<file path="src/rtl/song_player.sv">
// song_player: plays note entries fetched from song memory as a square wave.
// Ports:
//   clk, rst_n             - clock, synchronous active-low reset
//   start, stop            - begin playback at song_base / abort playback
//   song_base              - first entry address, captured when start is accepted
//   mem_rd, mem_addr       - read request and address toward song memory
//   mem_valid, mem_data    - read response: [8]=end [7:6]=oct [5:3]=note [2:0]=len
//   buzzer                 - square-wave output (0 during rests and gaps)
//   playing                - high whenever the player is not idle
//   cur_note, cur_octave   - note being sounded, 0 outside PLAY
//   done                   - one-cycle pulse on natural song end
module song_player #(
    parameter int ADDR_W      = 6,
    parameter int TICK_CYCLES = 100000,
    parameter int DIV_SHIFT   = 0,
    parameter int GAP_MS      = 20
) (
    input  logic              clk,
    input  logic              rst_n,
    input  logic              start,
    input  logic              stop,
    input  logic [ADDR_W-1:0] song_base,
    output logic              mem_rd,
    output logic [ADDR_W-1:0] mem_addr,
    input  logic              mem_valid,
    input  logic [8:0]        mem_data,
    output logic              buzzer,
    output logic              playing,
    output logic [2:0]        cur_note,
    output logic [1:0]        cur_octave,
    output logic              done
);

    localparam int TW   = (TICK_CYCLES > 1) ? $clog2(TICK_CYCLES) : 1;
    localparam int MS_W = 16;
    localparam int HP_W = 20;

    localparam logic [TW-1:0]   TICK_LAST = TW'(TICK_CYCLES - 1);
    localparam logic [MS_W-1:0] GAP_LAST  = MS_W'(GAP_MS - 1);

    typedef enum logic [2:0] {
        IDLE,
        FETCH,
        PLAY,
        GAP,
        FINISH
    } state_t;

    state_t              r_state;
    logic                r_mem_rd;
    logic [ADDR_W-1:0]   r_mem_addr;
    logic                r_buzzer;
    logic [2:0]          r_cur_note;
    logic [1:0]          r_cur_oct;
    logic                r_done;

    // Entry fields held for the whole note
    logic [2:0]          r_note;
    logic [1:0]          r_oct;
    logic [2:0]          r_len;

    logic [TW-1:0]       r_tick;
    logic [MS_W-1:0]     r_ms;
    logic [HP_W-1:0]     r_hcnt;

    logic [HP_W-1:0]     w_base;
    logic [HP_W-1:0]     w_scaled;
    logic [HP_W-1:0]     w_half_raw;
    logic [HP_W-1:0]     w_half;
    logic [MS_W-1:0]     w_dur_ms;

    // Half-period of each note at octave 1, in clk cycles
    always_comb begin
        case (r_note)
            3'd1:    w_base = HP_W'(190840);
            3'd2:    w_base = HP_W'(170068);
            3'd3:    w_base = HP_W'(151515);
            3'd4:    w_base = HP_W'(143266);
            3'd5:    w_base = HP_W'(127551);
            3'd6:    w_base = HP_W'(113636);
            3'd7:    w_base = HP_W'(101215);
            default: w_base = HP_W'(0);
        endcase
    end

    // Octave 3 has no table entry of its own and reuses octave 2
    always_comb begin
        case (r_oct)
            2'd0:    w_scaled = w_base << 1;
            2'd1:    w_scaled = w_base;
            default: w_scaled = w_base >> 1;
        endcase
    end

    assign w_half_raw = w_scaled >> DIV_SHIFT;
    // A large DIV_SHIFT could zero the period; keep the divider sane
    assign w_half     = (w_half_raw == '0) ? HP_W'(1) : w_half_raw;

    // 125 ms doubled per length step, saturating at 2 s
    assign w_dur_ms   = (r_len > 3'd4) ? MS_W'(2000)
                                       : (MS_W'(125) << r_len);

    always_ff @(posedge clk) begin
        if (!rst_n) begin
            r_state    <= IDLE;
            r_mem_rd   <= 1'b0;
            r_mem_addr <= '0;
            r_buzzer   <= 1'b0;
            r_cur_note <= 3'd0;
            r_cur_oct  <= 2'd0;
            r_done     <= 1'b0;
            r_note     <= 3'd0;
            r_oct      <= 2'd0;
            r_len      <= 3'd0;
            r_tick     <= '0;
            r_ms       <= '0;
            r_hcnt     <= '0;
        end else if (stop && (r_state != IDLE)) begin
            r_state    <= IDLE;
            r_mem_rd   <= 1'b0;
            r_buzzer   <= 1'b0;
            r_cur_note <= 3'd0;
            r_cur_oct  <= 2'd0;
            r_done     <= 1'b0;
            r_tick     <= '0;
            r_ms       <= '0;
            r_hcnt     <= '0;
        end else begin
            r_done <= 1'b0;
            case (r_state)
                IDLE: begin
                    if (start && !stop) begin
                        r_mem_addr <= song_base;
                        r_mem_rd   <= 1'b1;
                        r_state    <= FETCH;
                    end
                end

                FETCH: begin
                    if (mem_valid) begin
                        r_mem_rd <= 1'b0;
                        r_note   <= mem_data[5:3];
                        r_oct    <= mem_data[7:6];
                        r_len    <= mem_data[2:0];
                        if (mem_data[8]) begin
                            r_done  <= 1'b1;
                            r_state <= FINISH;
                        end else begin
                            r_tick     <= '0;
                            r_ms       <= '0;
                            r_hcnt     <= '0;
                            r_buzzer   <= 1'b0;
                            r_cur_note <= mem_data[5:3];
                            r_cur_oct  <= mem_data[7:6];
                            r_state    <= PLAY;
                        end
                    end
                end

                PLAY: begin
                    if (r_hcnt == w_half - HP_W'(1)) begin
                        r_hcnt <= '0;
                        if (r_note != 3'd0) begin
                            r_buzzer <= ~r_buzzer;
                        end
                    end else begin
                        r_hcnt <= r_hcnt + HP_W'(1);
                    end

                    if (r_tick == TICK_LAST) begin
                        r_tick <= '0;
                        if (r_ms == w_dur_ms - MS_W'(1)) begin
                            // Later assignments override the toggle above
                            r_ms       <= '0;
                            r_hcnt     <= '0;
                            r_buzzer   <= 1'b0;
                            r_cur_note <= 3'd0;
                            r_cur_oct  <= 2'd0;
                            r_state    <= GAP;
                        end else begin
                            r_ms <= r_ms + MS_W'(1);
                        end
                    end else begin
                        r_tick <= r_tick + TW'(1);
                    end
                end

                GAP: begin
                    if (r_tick == TICK_LAST) begin
                        r_tick <= '0;
                        if (r_ms == GAP_LAST) begin
                            r_ms <= '0;
                            // Last address ends the song instead of wrapping
                            if (&r_mem_addr) begin
                                r_done  <= 1'b1;
                                r_state <= FINISH;
                            end else begin
                                r_mem_addr <= r_mem_addr + ADDR_W'(1);
                                r_mem_rd   <= 1'b1;
                                r_state    <= FETCH;
                            end
                        end else begin
                            r_ms <= r_ms + MS_W'(1);
                        end
                    end else begin
                        r_tick <= r_tick + TW'(1);
                    end
                end

                FINISH: begin
                    r_state <= IDLE;
                end

                default: begin
                    r_state <= IDLE;
                end
            endcase
        end
    end

    assign mem_rd     = r_mem_rd;
    assign mem_addr   = r_mem_addr;
    assign buzzer     = r_buzzer;
    assign playing    = (r_state != IDLE);
    assign cur_note   = r_cur_note;
    assign cur_octave = r_cur_oct;
    assign done       = r_done;

endmodule

</file>
<file path="config.mk">
export PLATFORM = sky130hd
export DESIGN_NAME = song_player
export DESIGN_NICKNAME = d
export VERILOG_FILES = /design/src/rtl/song_player.sv
export SDC_FILE = /design/constraint.sdc
export NUM_CORES = 1
export LEC_CHECK = 0
export CAP_MARGIN = 20
export CELL_PAD_IN_SITES_DETAIL_PLACEMENT = 1
export CELL_PAD_IN_SITES_GLOBAL_PLACEMENT = 2
export CORE_MARGIN = 8
export CORE_UTILIZATION = 36
export CTS_CLUSTER_SIZE = 25
export DETAILED_ROUTE_END_ITERATION = 6
export PLACE_DENSITY = 0.85
export SETUP_SLACK_MARGIN = 0.3
export SYNTH_ARGS = -nofsm -noshare
export SYNTH_HDL_FRONTEND = slang
export SYNTH_SLANG_ARGS = --single-unit
</file>
<file path="constraint.sdc">
create_clock -name clk -period 5.3 [get_ports clk]
set_clock_uncertainty 0.15 [all_clocks]
set_input_delay 0.53 -clock clk [delete_from_list [all_inputs] [get_ports clk]]
set_output_delay 0.53 -clock clk [all_outputs]
set_load 0.005 [all_outputs]
</file>
Word level (Yosys, flattened, before mapping) --
Index checks and enable logic that the tools add are counted.
Operators by class: mux-type cells 64, bitwise gates (word level) 3, add/subtract/negate cells 6, reduce and logical (&&, ||, !) cells 24, equal/unequal tests 23, $lt $le $gt $ge 1, shift-type cells 1
Operators with widths (number):
- case mux 18 bit (7 select lines) | 1
- 2-to-1 mux 20 bit | 6
- 2-to-1 mux 16 bit | 7
- case mux 20 bit (2 select lines) | 2
- 2-to-1 mux 17 bit | 3
- case mux 16 bit (3 select lines) | 1
- 2-to-1 mux 3 bit | 12
- case mux 17 bit (2 select lines) | 1
- 2-to-1 mux 6 bit | 4
- AND reduction 6 bit | 4
- adder 20 x 1 -> 20 bit (second input constant) | 1
- == test 20 bit | 1
- zero test 20 bit | 1
- subtractor 20 x 1 -> 20 bit (second input constant) | 1
- adder 17 x 1 -> 17 bit (second input constant) | 1
- == test 17 bit (second input constant) | 1
- adder 16 x 1 -> 16 bit (second input constant) | 1
- == test 16 bit | 1
- == test 16 x 5 -> 1 bit (second input constant) | 1
- 2-to-1 mux 1 bit | 16
- inequality test 2 bit (second input constant) | 8
- << shifter 7 x 3 -> 16 bit (first input constant) | 1
- subtractor 16 x 1 -> 16 bit (second input constant) | 1
- == test 3 x 2 -> 1 bit (second input constant) | 4
- other kinds (22) | 42
Word-level totals: output and inout bits 15, word-level logic and storage cells 135, register bits after elaboration 78, input bits 20

Logic depth before layout (Yosys ltp) --
Gate-level depths: netlist of the first run.
depth after elaboration 11, mapped depth 16, gate-level depth less buffers 12

Worst setup path before layout of the first run --
Ideal clock, no wire load.
path type reg2reg, start point reg r_oct[1], end point reg r_hcnt[15], setup time 0.122 ns, path slack 1.557 ns, arrival 3.471 ns, clock period less this slack 3.743 ns, data required time 5.028 ns, cell stages (with the launch flop) 17, path buffers 5, cells stage by stage dfxtp_1 buf_6 buf_2 buf_2 buf_2 xor2_1 a22oi_1 ha_1 xnor2_1 nor2_1 o2111a_1 nand4b_1 or4b_4 a2111oi_4 nor2_4 buf_6 a221o_1
On the way: longest elaborated chain between the ends 10, elaborated cells on any way between the ends 11, classes of those cells add/sub (1); eq/ne (2); mux (6); reduce/logical (2)
RTL lines:
- start, declared | line 59 | logic [1:0] r_oct;
- start signal, assigned | line 143 | r_oct <= mem_data[7:6];
- == test 2 x 1 -> 1 bit / zero test 2 bit (equally long branches) | line 88 | case (r_oct)
- case mux 20 bit (2 select lines) * | line 88
- zero test 20 bit | line 97 | assign w_half = (w_half_raw == '0) ? HP_W'(1) : w_half_raw;
- 2-to-1 mux 20 bit * | line 97
- subtractor 20 x 1 -> 20 bit * | line 161 | if (r_hcnt == w_half - HP_W'(1)) begin
- == test 20 bit * | line 161
- 2-to-1 mux 20 bit * | line 161
- 2-to-1 mux 20 bit | line 172 | if (r_ms == w_dur_ms - MS_W'(1)) begin
- 2-to-1 mux 20 bit * | line 170 | if (r_tick == TICK_LAST) begin
- case mux 20 bit (2 select lines) * | line 130 | case (r_state)
- end signal, assigned | line 167 | r_hcnt <= r_hcnt + HP_W'(1);
- end, declared | line 64 | logic [HP_W-1:0] r_hcnt;
Every way passes the cells marked *; elsewhere a longest branch is shown, timed or not. A chain may end at the register's enable or synchronous reset.

Worst setup path after layout of the first run --
start point reg r_note[1], end point reg r_hcnt[6]
On the way: longest elaborated chain between the ends 11, elaborated cells on any way between the ends 17, classes of those cells add/sub (1); eq/ne (8); mux (7); reduce/logical (1)
RTL lines:
- start, declared | line 58 | logic [2:0] r_note;
- start signal, assigned | line 142 | r_note <= mem_data[5:3];
- == test 3 bit (tied with other cells) | line 74 | case (r_note)
- case mux 18 bit (7 select lines) * | line 74
- case mux 20 bit (2 select lines) * | line 88
- zero test 20 bit | line 97
- 2-to-1 mux 20 bit * | line 97
- subtractor 20 x 1 -> 20 bit * | line 161
- == test 20 bit * | line 161
- 2-to-1 mux 20 bit * | line 161
- 2-to-1 mux 20 bit | line 172
- 2-to-1 mux 20 bit * | line 170
- case mux 20 bit (2 select lines) * | line 130
Marks and branches as above.

==> results.toml, run 1 <==
[drt]
antenna_left = 0
route.vias.total = 5150
detail_route.iter0.violations = 217
avgRoutedWirePerCell_um = 17.8
post-route-drc-count = 0
firstDrtPassIters = 4
finalWirelength_um = 15800
route.detailed.vias_per_inst = 5.81

[clock_network]
numClockSinks = 78
cts_buffers = 9
cts_buffer_depth = 2
tritoncts = "built"
quantity_of_hold_fixing_buffers_added_after_cts = 0
cts_resizes = 0
clock_transition_at_the_registers_of_the_reported_paths_ns = 0.06
cts-root-buf = "sky130_fd_sc_hd__clkbuf_16"
clock_latency_ns = 0.35
post_cts.repair.setup_buffers = 0
clock_tree.htree_level_count = 3

[worst_setup_path]
worst-path-max-fanout = 28
startpoint_type = "flop"
reg2reg_slack_ns = 1.13
worstSetupPathType = "reg2reg"
kind_of_capture_point_of_the_worst_setup_path = "flop"
worst_ep_arrival_time_ns = 4.25
critical_path_required_ns = 5.39

[synth]
post_synth_instance_area_um2 = 5340
synthXorXnorAreaFrac = 0.0656
adder_and_majority_cell_fraction_of_the_synthesized_area = 0.0117
ys_seq_elements = 78
synthTopCellsByArea = "sky130_fd_sc_hd__dfxtp_1 29%, sky130_fd_sc_hd__nor2_1 4.9%, sky130_fd_sc_hd__nand2_1 4.6%, sky130_fd_sc_hd__xor2_1 3.9%, sky130_fd_sc_hd__a21oi_1 3.3%"
yosysMostFrequentCell = "sky130_fd_sc_hd__dfxtp_1"
mappedNetlistNets = 716
post_synth_num_cell_types = 75
seq_area_frac_synth = 0.292
netlist_instances = 691
synth_simple_gate_area_share = 0.333
synth_largest_area_cell = "sky130_fd_sc_hd__dfxtp_1"
main_combinational_cell_family_by_area_after_synthesis = "simple AND/OR/NAND/NOR gates"
synthTopCellsByCount = "78 x sky130_fd_sc_hd__dfxtp_1, 70 x sky130_fd_sc_hd__nor2_1, 66 x sky130_fd_sc_hd__nand2_1"
synth_top_flop_cell = "sky130_fd_sc_hd__dfxtp_1"
number_of_enable_flip_flop_cells_after_synthesis = 0
synthesized_area_per_cell_um2 = 7.73
synth_compound_gate_area_share = 0.215
yosys-mux-area-fraction = 0.0274
yosysTopAreaCellShare = 0.292
postSynth.asyncResetShare = 0
yosysWarningCount = 0

[die]
die_width_um = 138
io_pins = 35
die_outline_area_um2 = 19000
std_cell_rows = 44
starting_density_of_the_core = 0.368
die_y_um = 138
floorplan.core_area_um2 = 14500

[timing]
fmax_ghz = 0.240
setup_violations = 0
period_needed_ns = 4.17
min_period_over_period = 0.786
remaining_max_slew_budget_at_the_tightest_pin = 0.422
drv_slew = 0
timing_hold_violations_final = 0
finalSetupTns_ns = 0
grt_setup_unrepaired = "no"
max_slew.worst_pin.slew_ns = 0.866

[global_routing]
antenna_found_initial = 0
grt_start_max_net_pins = 29
grt_first_pass_wirelength_um = 26400
grt.overflow.total = 0
grtUsageTotal = 0.173
grt_pass1_vias = 5226

[layout]
antenna-diode-count = 0
area.growth.synth_to_final_pct = 13.2
final_core_util = 0.416
fraction_of_layout_cells_with_a_size_suffix_above_1 = 0.0683
fillerInstances = 1783
register_area_um2 = 1560
area_of_the_multi_input_gates_um2 = 3480
nNetsFinal = 723

[pwr]
power_density_nw_per_um2 = 266
power.leakage_nw = 2.06
irDropWorstVdd_mv = 0.152

[placement]
buffer_ports.inserted = 34
place_congestion = 0.830
hpwlAfterDp_um = 11900

[min_path]
min-delay-path-class = "reg2reg"

[job]
max_cap_viol_count = 0

[status]
status = "finished, final reports clean"
cells by family (layout without fill, tap and decap cells):
| logic type | Yosys count | after routing |
|---|---|---|
| AO/OA/AOI/OAI | 162 | 162 |
| AND/OR/NAND/NOR | 332 | 332 |
| XOR/XNOR | 40 | 40 |
| buffers and inverters | 61 | 73 |
| multiplexers | 13 | 13 |
| adder cells (fa/ha/maj) | 5 | 5 |
| flip-flops | 78 | 78 |
critical path: stages (launching register included):
cell,delay (ns)
sky130_fd_sc_hd__dfxtp_1,0.89
sky130_fd_sc_hd__nor2b_1,0.34
sky130_fd_sc_hd__nor2_1,0.08
sky130_fd_sc_hd__nand2_1,0.09
sky130_fd_sc_hd__ha_1,0.24
sky130_fd_sc_hd__xnor2_1,0.14
sky130_fd_sc_hd__nor2_1,0.09
sky130_fd_sc_hd__o2111a_1,0.21
sky130_fd_sc_hd__nand4b_1,0.10
sky130_fd_sc_hd__or4b_4,0.52
sky130_fd_sc_hd__a2111oi_4,0.56
sky130_fd_sc_hd__buf_4,0.29
sky130_fd_sc_hd__nor4_1,0.07
sky130_fd_sc_hd__a221o_1,0.29
metrics by stage:
| step | total power [W] | setup slack (ns) | hold slack, ns | area [um2] | cells |
|---|---|---|---|---|---|
| final | 0.00161 | 1.13 | 0.346 | 6040 | 887 |
| after floorplan | 0.000886 | 1.56 | 0.303 | 5340 | 691 |
| after global routing | 0.00169 | 0.864 | 0.375 | 6040 | 887 |
| after CTS | 0.00163 | 1.15 | 0.349 | 6040 | 887 |
| after global placement | 0.000975 | 1.33 | 0.323 | 5740 | 871 |
| after detailed placement | 0.000987 | 1.14 | 0.340 | 5740 | 871 |
per-layer routing:
layer  GRT usage  vias up  part of all wire
li1            -     2545                 -
met1       0.201     2532              0.45
met2       0.309       50              0.51
met3      0.0350       23             0.027
met4      0.0567        0             0.020
met5           0        -                 0
layout make-up:
class,count,share of cell area
multi-input cells,552,0.576
clock inverters,7,0.0132
flip-flops and latches,78,0.258
repair buffers,44,0.0687
clock buffers,9,0.0373
inverters,13,0.00807
well taps,184,0.0381
power breakdown:
group          switching, W  internal [W]  total, W  leakage [nW]
Clock              0.000266      0.000369  0.000635         0.143
Sequential        0.0000301      0.000600  0.000630         0.629
Combinational      0.000200      0.000144  0.000345          1.29
Total              0.000497       0.00111   0.00161          2.06
state kept, by name (all words and copies together) (netlist names):
register	flops
r_ms	16
r_len	3
cur_note	3
cur_octave	2
r_tick	17
buzzer	1
mem_addr	6
mem_rd	1
r_state	3
r_note	3
r_hcnt	20
done	1
r_oct	2
path summary, 6_finish.rpt:
path / startpoint / endpoint / cells after the start
worst min-delay path: r_ms[14] / r_ms[14] / 2
worst min register to register: r_ms[14] / r_ms[14] / 2
worst max-delay path: r_note[1] / r_hcnt[6] / 13
worst max register to register: r_note[1] / r_hcnt[6] / 13
placed cells by master (no fill, tap or decap), drive strengths merged, types with 10 or more instances in the layout:
cell type,instances
nand3,27
a221o,10
nand2b,17
inv,15
nand2,66
nor3,29
xor2,24
o21ai,33
nand4,11
clkdlybuf4s50,34
nor2b,19
xnor2,16
nor4,11
dfxtp,78
and3,13
or3,10
nand3b,10
a21oi,35
buf,10
nor2,71
Power figures use the tool's default switching activity.
==> run 2, diff against run 1 <==
Settings changed: CORE_UTILIZATION 36 to 32, PLACE_DENSITY 0.85 to 0.8.
Clock period 5.3 ns to 3.4 ns, I/O delays scaled along.
==> results.toml, run 2 (synthesis gave the netlist of run 1 again) <==
[worst_setup_path]
startpoint_type = "flop"
worst_ep_arrival_time_ns = 3.37
worst-path-max-fanout = 7
cp_top_family = "simple AND/OR/NAND/NOR gates"
kind_of_capture_point_of_the_worst_setup_path = "flop"
timing.critical_path.buf_inv = 2
crit_path_cell_trace = "or2b_1, a21o_1, nand2_1, ha_1, xnor2_1, nor2_1, o2111a_1, nand4b_1, or4b_4, a2111oi_4, buf_6, buf_4, nor3_1, a221o_1"
critical_path.slowest_cell = "sky130_fd_sc_hd__or4b_4"
max_stage_delay_ns = 0.52
worstSetupPathType = "reg2reg"
critical_path_required_ns = 3.48

[die]
io_pins = 35
die_y_um = 145
die_outline_area_um2 = 21100
std_cell_rows = 47
die_width_um = 145
starting_density_of_the_core = 0.324
floorplan.core_area_um2 = 16500

[global_routing]
grt_first_pass_wirelength_um = 28800
antenna_found_initial = 0
grtUsageTotal = 0.164
grt.overflow.total = 0
grt_pass1_vias = 5561
grt_start_max_net_pins = 39

[layout]
layout.cells.most_common_list = "73 x sky130_fd_sc_hd__dfxtp_1, 69 x sky130_fd_sc_hd__nor2_1, 66 x sky130_fd_sc_hd__nand2_1"
reg.largest.list = "r_hcnt: 20 flops, r_tick: 17 flops, r_ms: 16 flops"
fraction_of_layout_cells_with_a_size_suffix_above_1 = 0.132
final_common_cell = "sky130_fd_sc_hd__dfxtp_1"
registers.top_by_ff_count = "r_hcnt"
nNetsFinal = 753
area.growth.synth_to_final_pct = 21.7
antenna-diode-count = 0
flip_flop_count_of_the_largest_register_all_copies_and_words_added = 20

[timing]
setup_violations = 0
min_period_over_period = 0.969
drv_slew = 0
timing_hold_violations_final = 0
grt_setup_unrepaired = "yes"
max_slew.worst_pin.slew_ns = 1.03
period_needed_ns = 3.29
fin_ws_ns = 0.106
fmax_ghz = 0.304
remaining_max_slew_budget_at_the_tightest_pin = 0.307

[placement]
pre_cts_slack_ns = -0.0330
place_congestion = 0.826
buffer_ports.inserted = 34
hpwlAfterDp_um = 12600

[drt]
detail_route.iter0.violations = 275
finalWirelength_um = 17300
firstDrtPassIters = 4
route.detailed.vias_per_inst = 5.64
route.vias.total = 5374
avgRoutedWirePerCell_um = 18.1
post-route-drc-count = 0
antenna_left = 0

[clock_network]
numClockSinks = 78
cts_buffer_depth = 2
tritoncts = "built"
clock_latency_ns = 0.35
clock_transition_at_the_registers_of_the_reported_paths_ns = 0.06
cts_buffers = 9
cts-root-buf = "sky130_fd_sc_hd__clkbuf_16"
quantity_of_hold_fixing_buffers_added_after_cts = 0
clock_tree.htree_level_count = 3

[pwr]
clock_network_power_share = 0.383
power_switching_share = 0.301
power_frac_seq = 0.346
power_switching_w = 0.000844
power.leakage_nw = 2.27
power_density_nw_per_um2 = 432
pwr-share-comb = 0.271
irDropWorstVdd_mv = 0.240
internal_power_w = 0.00196
post_layout_total_power_w = 0.00281

[min_path]
min-delay-path-class = "reg2reg"

[status]
status = "finished, final reports clean"

[job]
max_cap_viol_count = 0
==> run 2: routing by layer <==
layer	global-route usage	vias to the layer above	part of all wire
li1	-	2603	-
met1	0.189	2658	0.44
met2	0.299	79	0.51
met3	0.0330	34	0.030
met4	0.0500	0	0.020
met5	0	-	0
==> run 2: power groups by stage <==
stage,registers [W],logic [W],clock network [W]
final,0.000970,0.000760,0.00108
after global routing,0.000974,0.000822,0.00114
after CTS,0.000970,0.000691,0.00111
after detailed placement,0.000990,0.000671,0
after global placement,0.000988,0.000657,0
after floorplan,0.000969,0.000417,0
==> run 2: area by class of cell <==
cell class              instances  area (um2)
clock inverters                 6        83.8
clock buffers                  10         239
repair buffers                 73         693
flip-flops and latches         78        1570
well taps                     220         275
inverters                      13        48.8
fillers                      2008        9970
multi-input cells             553        3590
==> run 2: repair_timing <==
action | CTS | global route
endpoints found under the setup margin | 21 | 27
gates cloned | 0 | 1
resized for setup | 14 | 16
buffers inserted | 3 | 2
pin swaps | 2 | 4
==> run 2: worst reg2reg max path: cells and delay by family (launching register included) <==
kind | cells | cell delay, ns
and+or+nand+nor | 6 | 1.09
AOI/OAI and AO/OA | 4 | 0.87
DFF | 1 | 0.37
buffers and inverters | 2 | 0.33
adders and majority gates | 1 | 0.23
xor gates and xnor gates | 1 | 0.13
==> run 2: worst paths after layout <==
path	slack (ns)	cells past startpoint	startpoint	endpoint
worst max register to register	0.11	14	r_note[2]	r_hcnt[13]
worst min-delay path	0.35	2	r_ms[14]	r_ms[14]
worst max-delay path	0.11	14	r_note[2]	r_hcnt[13]
worst min register to register	0.35	2	r_ms[14]	r_ms[14]
==> run 2: stage by stage <==
step	cell area (um2)	util	hold WS [ns]	instances	TNS [ns]
2_1_floorplan	5380	-	0.303	691	-0.537
3_3_place_gp	6010	0.365	0.324	931	-0.0699
3_5_place_dp	6010	0.365	0.339	931	-0.0330
4_1_cts	6400	0.389	0.349	950	0
5_1_grt	6500	0.395	0.380	953	-0.0719
6_report	6500	0.395	0.350	953	0
